$ cat config.mk
export PLATFORM = sky130hd
export DESIGN_NAME = mc_sequencer
export DESIGN_NICKNAME = d
export VERILOG_FILES = /design/src/rtl/mc_sequencer.sv
export SDC_FILE = /design/constraint.sdc
export NUM_CORES = 1
export LEC_CHECK = 0
export ABC_AREA = 1
export CORE_ASPECT_RATIO = 0.9
export CORE_MARGIN = 4
export CORE_UTILIZATION = 29
export CTS_BUF_LIST = sky130_fd_sc_hd__clkbuf_8 sky130_fd_sc_hd__clkbuf_16
export CTS_CLUSTER_DIAMETER = 120
export DETAILED_ROUTE_END_ITERATION = 8
export GPL_ROUTABILITY_DRIVEN = 0
export PLACE_DENSITY_LB_ADDON = 0.08
export SYNTH_ARGS = -nofsm -noshare
export SYNTH_HDL_FRONTEND = slang
export SYNTH_SLANG_ARGS = --single-unit
$ cat constraint.sdc
create_clock -name clk -period 1.4 [get_ports clk]
set_input_delay 0.28 -clock clk [delete_from_list [all_inputs] [get_ports clk]]
set_output_delay 0.28 -clock clk [all_outputs]
set_load 0.01 [all_outputs]
$ cat src/rtl/mc_sequencer.sv
// Microcode sequencer: picks the next microcode ROM address from the current flow op,
// condition flags, the decoded opcode, interrupt/NMI requests and (optionally) a
// return-address stack.
// Latency: addr is combinational from the inputs. The ROM data for addr is expected on
// mc_ctl/mc_target in the next cycle.
// Backpressure: rdy=0 stalls. addr is held at cur, and no state moves except NMI edge capture.
// Build option: define MC_STACK_EN to get the 4-deep CALL/RET stack. Without it, CALL
// acts as JUMP and RET always faults to RST_ENT.
// Ports: clk, reset_n (sync, active-low), rdy, mc_ctl/mc_target (ROM fields),
//        cond_sel/cond (branch condition), ir, irq, iflag, nmi; out: addr, rom_en, sync, stk_err.
module mc_sequencer (
    input  logic       clk,
    input  logic       reset_n,
    input  logic       rdy,
    input  logic [2:0] mc_ctl,
    input  logic [8:0] mc_target,
    input  logic [2:0] cond_sel,
    input  logic [7:0] cond,
    input  logic [7:0] ir,
    input  logic       irq,
    input  logic       iflag,
    input  logic       nmi,
    output logic [8:0] addr,
    output logic       rom_en,
    output logic       sync,
    output logic       stk_err
);

    localparam logic [8:0] RST_ENT = 9'h170;
    localparam logic [8:0] NMI_ENT = 9'h178;
    localparam logic [8:0] IRQ_ENT = 9'h17C;

    typedef enum logic [2:0] {
        OP_NEXT   = 3'd0,
        OP_JUMP   = 3'd1,
        OP_BRT    = 3'd2,
        OP_BRF    = 3'd3,
        OP_DECODE = 3'd4,
        OP_CALL   = 3'd5,
        OP_RET    = 3'd6,
        OP_HALT   = 3'd7
    } op_e;

    op_e        op;
    logic [8:0] cur_q, cur_d;
    logic [8:0] cur_inc;
    logic [8:0] addr_run;
    logic       sync_run;
    logic       cond_bit;
    logic       take_nmi;
    logic       nmi_q;
    logic       nmi_pend_q, nmi_pend_d;
    logic       stk_err_q, stk_err_d;

`ifdef MC_STACK_EN
    logic [8:0] stk_q [4];
    logic [2:0] depth_q, depth_d;
    logic [2:0] depth_dec;
    logic       push;

    assign depth_dec = depth_q - 3'd1;
`endif

    assign op       = op_e'(mc_ctl);
    assign cur_inc  = cur_q + 9'd1;   // 9-bit add wraps 1FF -> 000
    assign cond_bit = cond[cond_sel];

    always_comb begin
        addr_run  = cur_q;
        sync_run  = 1'b0;
        take_nmi  = 1'b0;
        stk_err_d = stk_err_q;
`ifdef MC_STACK_EN
        push      = 1'b0;
        depth_d   = depth_q;
`endif
        if (rdy) begin
            case (op)
                OP_NEXT: addr_run = cur_inc;
                OP_JUMP: addr_run = mc_target;
                OP_BRT:  addr_run = cond_bit ? mc_target : cur_inc;
                OP_BRF:  addr_run = cond_bit ? cur_inc : mc_target;
                OP_DECODE: begin
                    sync_run = 1'b1;
                    if (nmi_pend_q) begin
                        addr_run = NMI_ENT;
                        take_nmi = 1'b1;
                    end else if (irq && !iflag) begin
                        addr_run = IRQ_ENT;
                    end else begin
                        addr_run = {1'b0, ir};
                    end
                end
                OP_CALL: begin
                    // The jump is taken even when a full stack drops the push.
                    addr_run = mc_target;
`ifdef MC_STACK_EN
                    if (depth_q == 3'd4) begin
                        stk_err_d = 1'b1;
                    end else begin
                        push    = 1'b1;
                        depth_d = depth_q + 3'd1;
                    end
`endif
                end
                OP_RET: begin
`ifdef MC_STACK_EN
                    if (depth_q == 3'd0) begin
                        addr_run  = RST_ENT;
                        stk_err_d = 1'b1;
                    end else begin
                        addr_run = stk_q[depth_dec[1:0]];
                        depth_d  = depth_dec;
                    end
`else
                    addr_run  = RST_ENT;
                    stk_err_d = 1'b1;
`endif
                end
                OP_HALT: addr_run = cur_q;
            endcase
        end
    end

    // A fresh NMI edge in the same cycle that a pending NMI is taken keeps it pending.
    assign nmi_pend_d = (nmi_pend_q & ~take_nmi) | (nmi & ~nmi_q);

    assign addr    = reset_n ? addr_run : RST_ENT;
    assign rom_en  = reset_n ? rdy : 1'b1;
    assign sync    = reset_n & sync_run;
    assign stk_err = stk_err_q;
    assign cur_d   = addr;   // equals cur_q when stalled

    always_ff @(posedge clk) begin
        if (!reset_n) begin
            cur_q      <= RST_ENT;
            nmi_q      <= 1'b0;
            nmi_pend_q <= 1'b0;
            stk_err_q  <= 1'b0;
        end else begin
            cur_q      <= cur_d;
            nmi_q      <= nmi;
            nmi_pend_q <= nmi_pend_d;
            stk_err_q  <= stk_err_d;
        end
    end

`ifdef MC_STACK_EN
    always_ff @(posedge clk) begin
        if (!reset_n) begin
            depth_q <= 3'd0;
        end else begin
            depth_q <= depth_d;
        end
    end

    // Return-address storage needs no reset: the depth counter qualifies every read.
    always_ff @(posedge clk) begin
        if (reset_n && push) begin
            stk_q[depth_q[1:0]] <= cur_inc;
        end
    end
`endif

endmodule
==> impl_metrics.csv <==
group,metric,value,unit
synth,synth_nets,232,
sta,finalCritPeriodShare,1.397,
sta,final.setup.worst_slack,-0.5560,ns
detailed_routing,postRouteWirelength,4779,um
worst_setup_path,cp.required,1.12,ns
grt,grt_start_max_net_pins,8,
die,die_w,72.95,um
synth,synth.distinct_cells,26,
clock_tree,cts_tree,"built",
grt,gr-total-overflow,0,
synth,syn_inst,194,
sta,final_hold_viol_count,0,
worst_setup_path,worstSetupStartpoint,"cur_q[1]$_SDFF_PN0_",
die,rows,20,
synth,ys_top_cells_by_count,"nand2_1, inv_1, nand3_1",
run_status,violations,"setup timing",
placement,post-dp-hpwl,3121,um
cells_and_area,areaGrowthSynthToFinish,114.8,%
min_path,min_from,"nmi_q$_SDFF_PN0_",
synth,yosys_warnings,0,
die,dieArea,4848,um2
cells_and_area,nets,329,
sta,rsz0062_at_grt,"true",
grt,track_usage,0.1984,
worst_setup_path,rrSetupSlack,-0.08,ns
worst_setup_path,slowest_delay,0.38,ns
clock_tree,cts_buffers,3,
run_status,status,"finished with violations",
detailed_routing,wl_per_cell,14.31,um
die,core,3503,um2
synth,yosys_most_used_dff,"dfxtp_1",
die,die_height,66.46,um
worst_setup_path,reg2reg_from,"cur_q[1]$_SDFF_PN0_",
power,vdd_drop_max,0.3958,mV
worst_setup_path,crit_chain,"ha_4 > nand3_4 > nor2_4 > nand4_1 > xor2_1 > inv_1 > a21oi_4 > o21ai_2 > buf_2",
clock_tree,cts_buffer_depth,2,
synth,synth_most_common_cell,"nand2_1",
flow_run,maxCapViolations,0,
power,p_leak,1.177,nW
sta,fmax,511.3,MHz
worst_setup_path,end_kind,"output port",
die,start_util,0.3143,
detailed_routing,viasPerCell,4.928,
grt,first_global_vias,1617,
sta,slew_headroom,0.7459,
die,io-pin-count,49,
worst_setup_path,crit_arrival,1.68,ns
synth,synth_area_leaders,"dfxtp_1, nand2_1, nand3_1, inv_1, o21ai_0",
worst_setup_path,reg2reg_depth,8,
placement,place_inst,311,
power,total_power,1.397,mW
detailed_routing,firstDrtPassIters,4,
placement,place_area,1877,um2
detailed_routing,vias,1646,
synth,ys_seq_area_frac,0.2182,
clock_tree,clk_latency,0.25,ns
grt,antenna_found_initial,0,
grt,grt_pass1_wl,7417,um
worst_setup_path,critPathCapture,"addr[8]",
worst_setup_path,startpoint_type,"flip-flop",
clock_tree,cts_hold_buf,0,
clock_tree,cts.reportedPaths.clkPinSlew,0.06,ns
synth,synth-seq-cells,12,
placement,io_buffers,48,
detailed_routing,drtAntennaViolNets,0,
cells_and_area,diodes,0,
cells_and_area,finalNonFillerCells,334,
clock_tree,cts.sinks,12,
worst_setup_path,timing.rr.end,"cur_q[7]$_SDFF_PN0_",
cells_and_area,fillers,310,
sta,clock-skew-final,0.007807,ns
worst_setup_path,path_class,"flip-flop to output port",
sta,setup_viol,12,
synth,yosys.area.top_type_share,0.2182,
sta,fin_crit,1.956,ns
synth,synth_area,1101,um2
cells_and_area,final_area,2365,um2
sta,tightest_slew,0.3772,ns
worst_setup_path,cp_slowest_cell,"dfxtp_4",
clock_tree,cts_root_buffer,"clkbuf_8",
detailed_routing,drc,0,
worst_setup_path,critPathMaxFanout,4,
cells_and_area,drive_gt1_frac,0.5517,
synth,synth_area_per_cell,5.676,um2
synth,synth.largest_area_cell,"dfxtp_1",
synth,ys_async_sr_fraction,0,
power,p_per_area,590.7,nW/um2
clock_tree,htreeDepth,1,
min_path,worstHoldPathType,"flip-flop to flip-flop",
sta,finalMaxSlewViolations,0,
synth,synth_edf_count,0,
detailed_routing,drt_iter0_markers,55,
## routing by layer
metal / routed length [um] / track usage
met4: 76 / 0.05530
met5: 0 / 0
met3: 310 / 0.03922
met1: 2082 / 0.2498
met2: 2308 / 0.3412
## worst max-delay path, delay by kind of cell (launching register included)
| kind | cells | cell delay (ns) |
|---|---|---|
| adder cells (fa/ha/maj) | 1 | 0.16 |
| buffers and inverters | 2 | 0.24 |
| flip-flops | 1 | 0.38 |
| XOR/XNOR | 1 | 0.16 |
| AO/OA/AOI/OAI | 2 | 0.18 |
| AND/OR/NAND/NOR | 3 | 0.31 |
## metrics by stage
| stage | util | hold WS [ns] | setup TNS (ns) | setup slack, ns |
|---|---|---|---|---|
| after floorplan | - | 0.3959 | -0.1364 | -0.1101 |
| after global placement | 0.5357 | 0.4197 | -17.16 | -1.188 |
| final | 0.6750 | 0.4288 | -3.928 | -0.5560 |
| after detailed placement | 0.5357 | 0.4229 | -17.10 | -1.180 |
| after global routing | 0.6750 | 0.4604 | -5.032 | -0.6147 |
| after CTS | 0.6425 | 0.4353 | -3.558 | -0.5352 |
## repair_timing
item / 4_1_cts / 5_1_grt
gates resized for setup: 189 / 30
gates cloned: 0 / 0
setup buffers: 15 / 4
pin swaps: 35 / 24
endpoints found under the setup margin: 21 / 16
## worst min path at each step
stage / endpoint / slack, ns / depth (start not counted)
6_report: nmi_pend_q$_SDFF_PN0_ / 0.43 / 1
5_1_grt: nmi_pend_q$_SDFF_PN0_ / 0.46 / 1
4_1_cts: nmi_pend_q$_SDFF_PN0_ / 0.44 / 1
3_5_place_dp: nmi_pend_q$_SDFF_PN0_ / 0.42 / 1
3_3_place_gp: nmi_pend_q$_SDFF_PN0_ / 0.42 / 1
2_1_floorplan: nmi_q$_SDFF_PN0_ / 0.40 / 2
## sequential cells by signal, summed over array words and instances, names as in the netlist
signal	flops
cur_q	9
nmi_pend_q	1
nmi_q	1
stk_err	1
## cells in the final DEF, fill, tap and decap left out, drive strengths merged, types with 2 or more instances in the layout
master,instances
nand3,31
inv,36
clkdlybuf4s50,18
xor2,2
a21oi,12
dfxtp,12
clkdlybuf4s15,4
a31oi,2
nand2,55
o21ai,15
nand4,2
buf,68
clkbuf,4
xnor2,2
nor2,13
nor3,3
## cell families (layout without fill, tap and decap cells)
kind of cell    after synthesis  in the layout  synth area share
compound gates               35             35            0.1796
fa+ha+maj                     1              1           0.01136
simple gates                105            105            0.4330
buf+inv                      37            133            0.1261
flops                        12             12            0.2182
xor+xnor                      4              4           0.03182
## cell type report
cell class	count	area [um2]	area share
inverter	36	143.9	0.06085
sequential	12	254.0	0.1074
tap	44	55.05	0.02328
clock buffer	3	41.29	0.01746
multi-input combinational	145	1077	0.4556
timing repair buffer	93	789.5	0.3339
clock inverter	1	3.754	0.001587
## power by group
group          total [mW]  leakage [nW]  switching [mW]  internal [mW]
clock network       0.339        0.0269           0.145          0.194
logic               0.655          1.05           0.327          0.328
registers           0.402         0.102          0.0326          0.369
(Power assumes the default switching activity.)
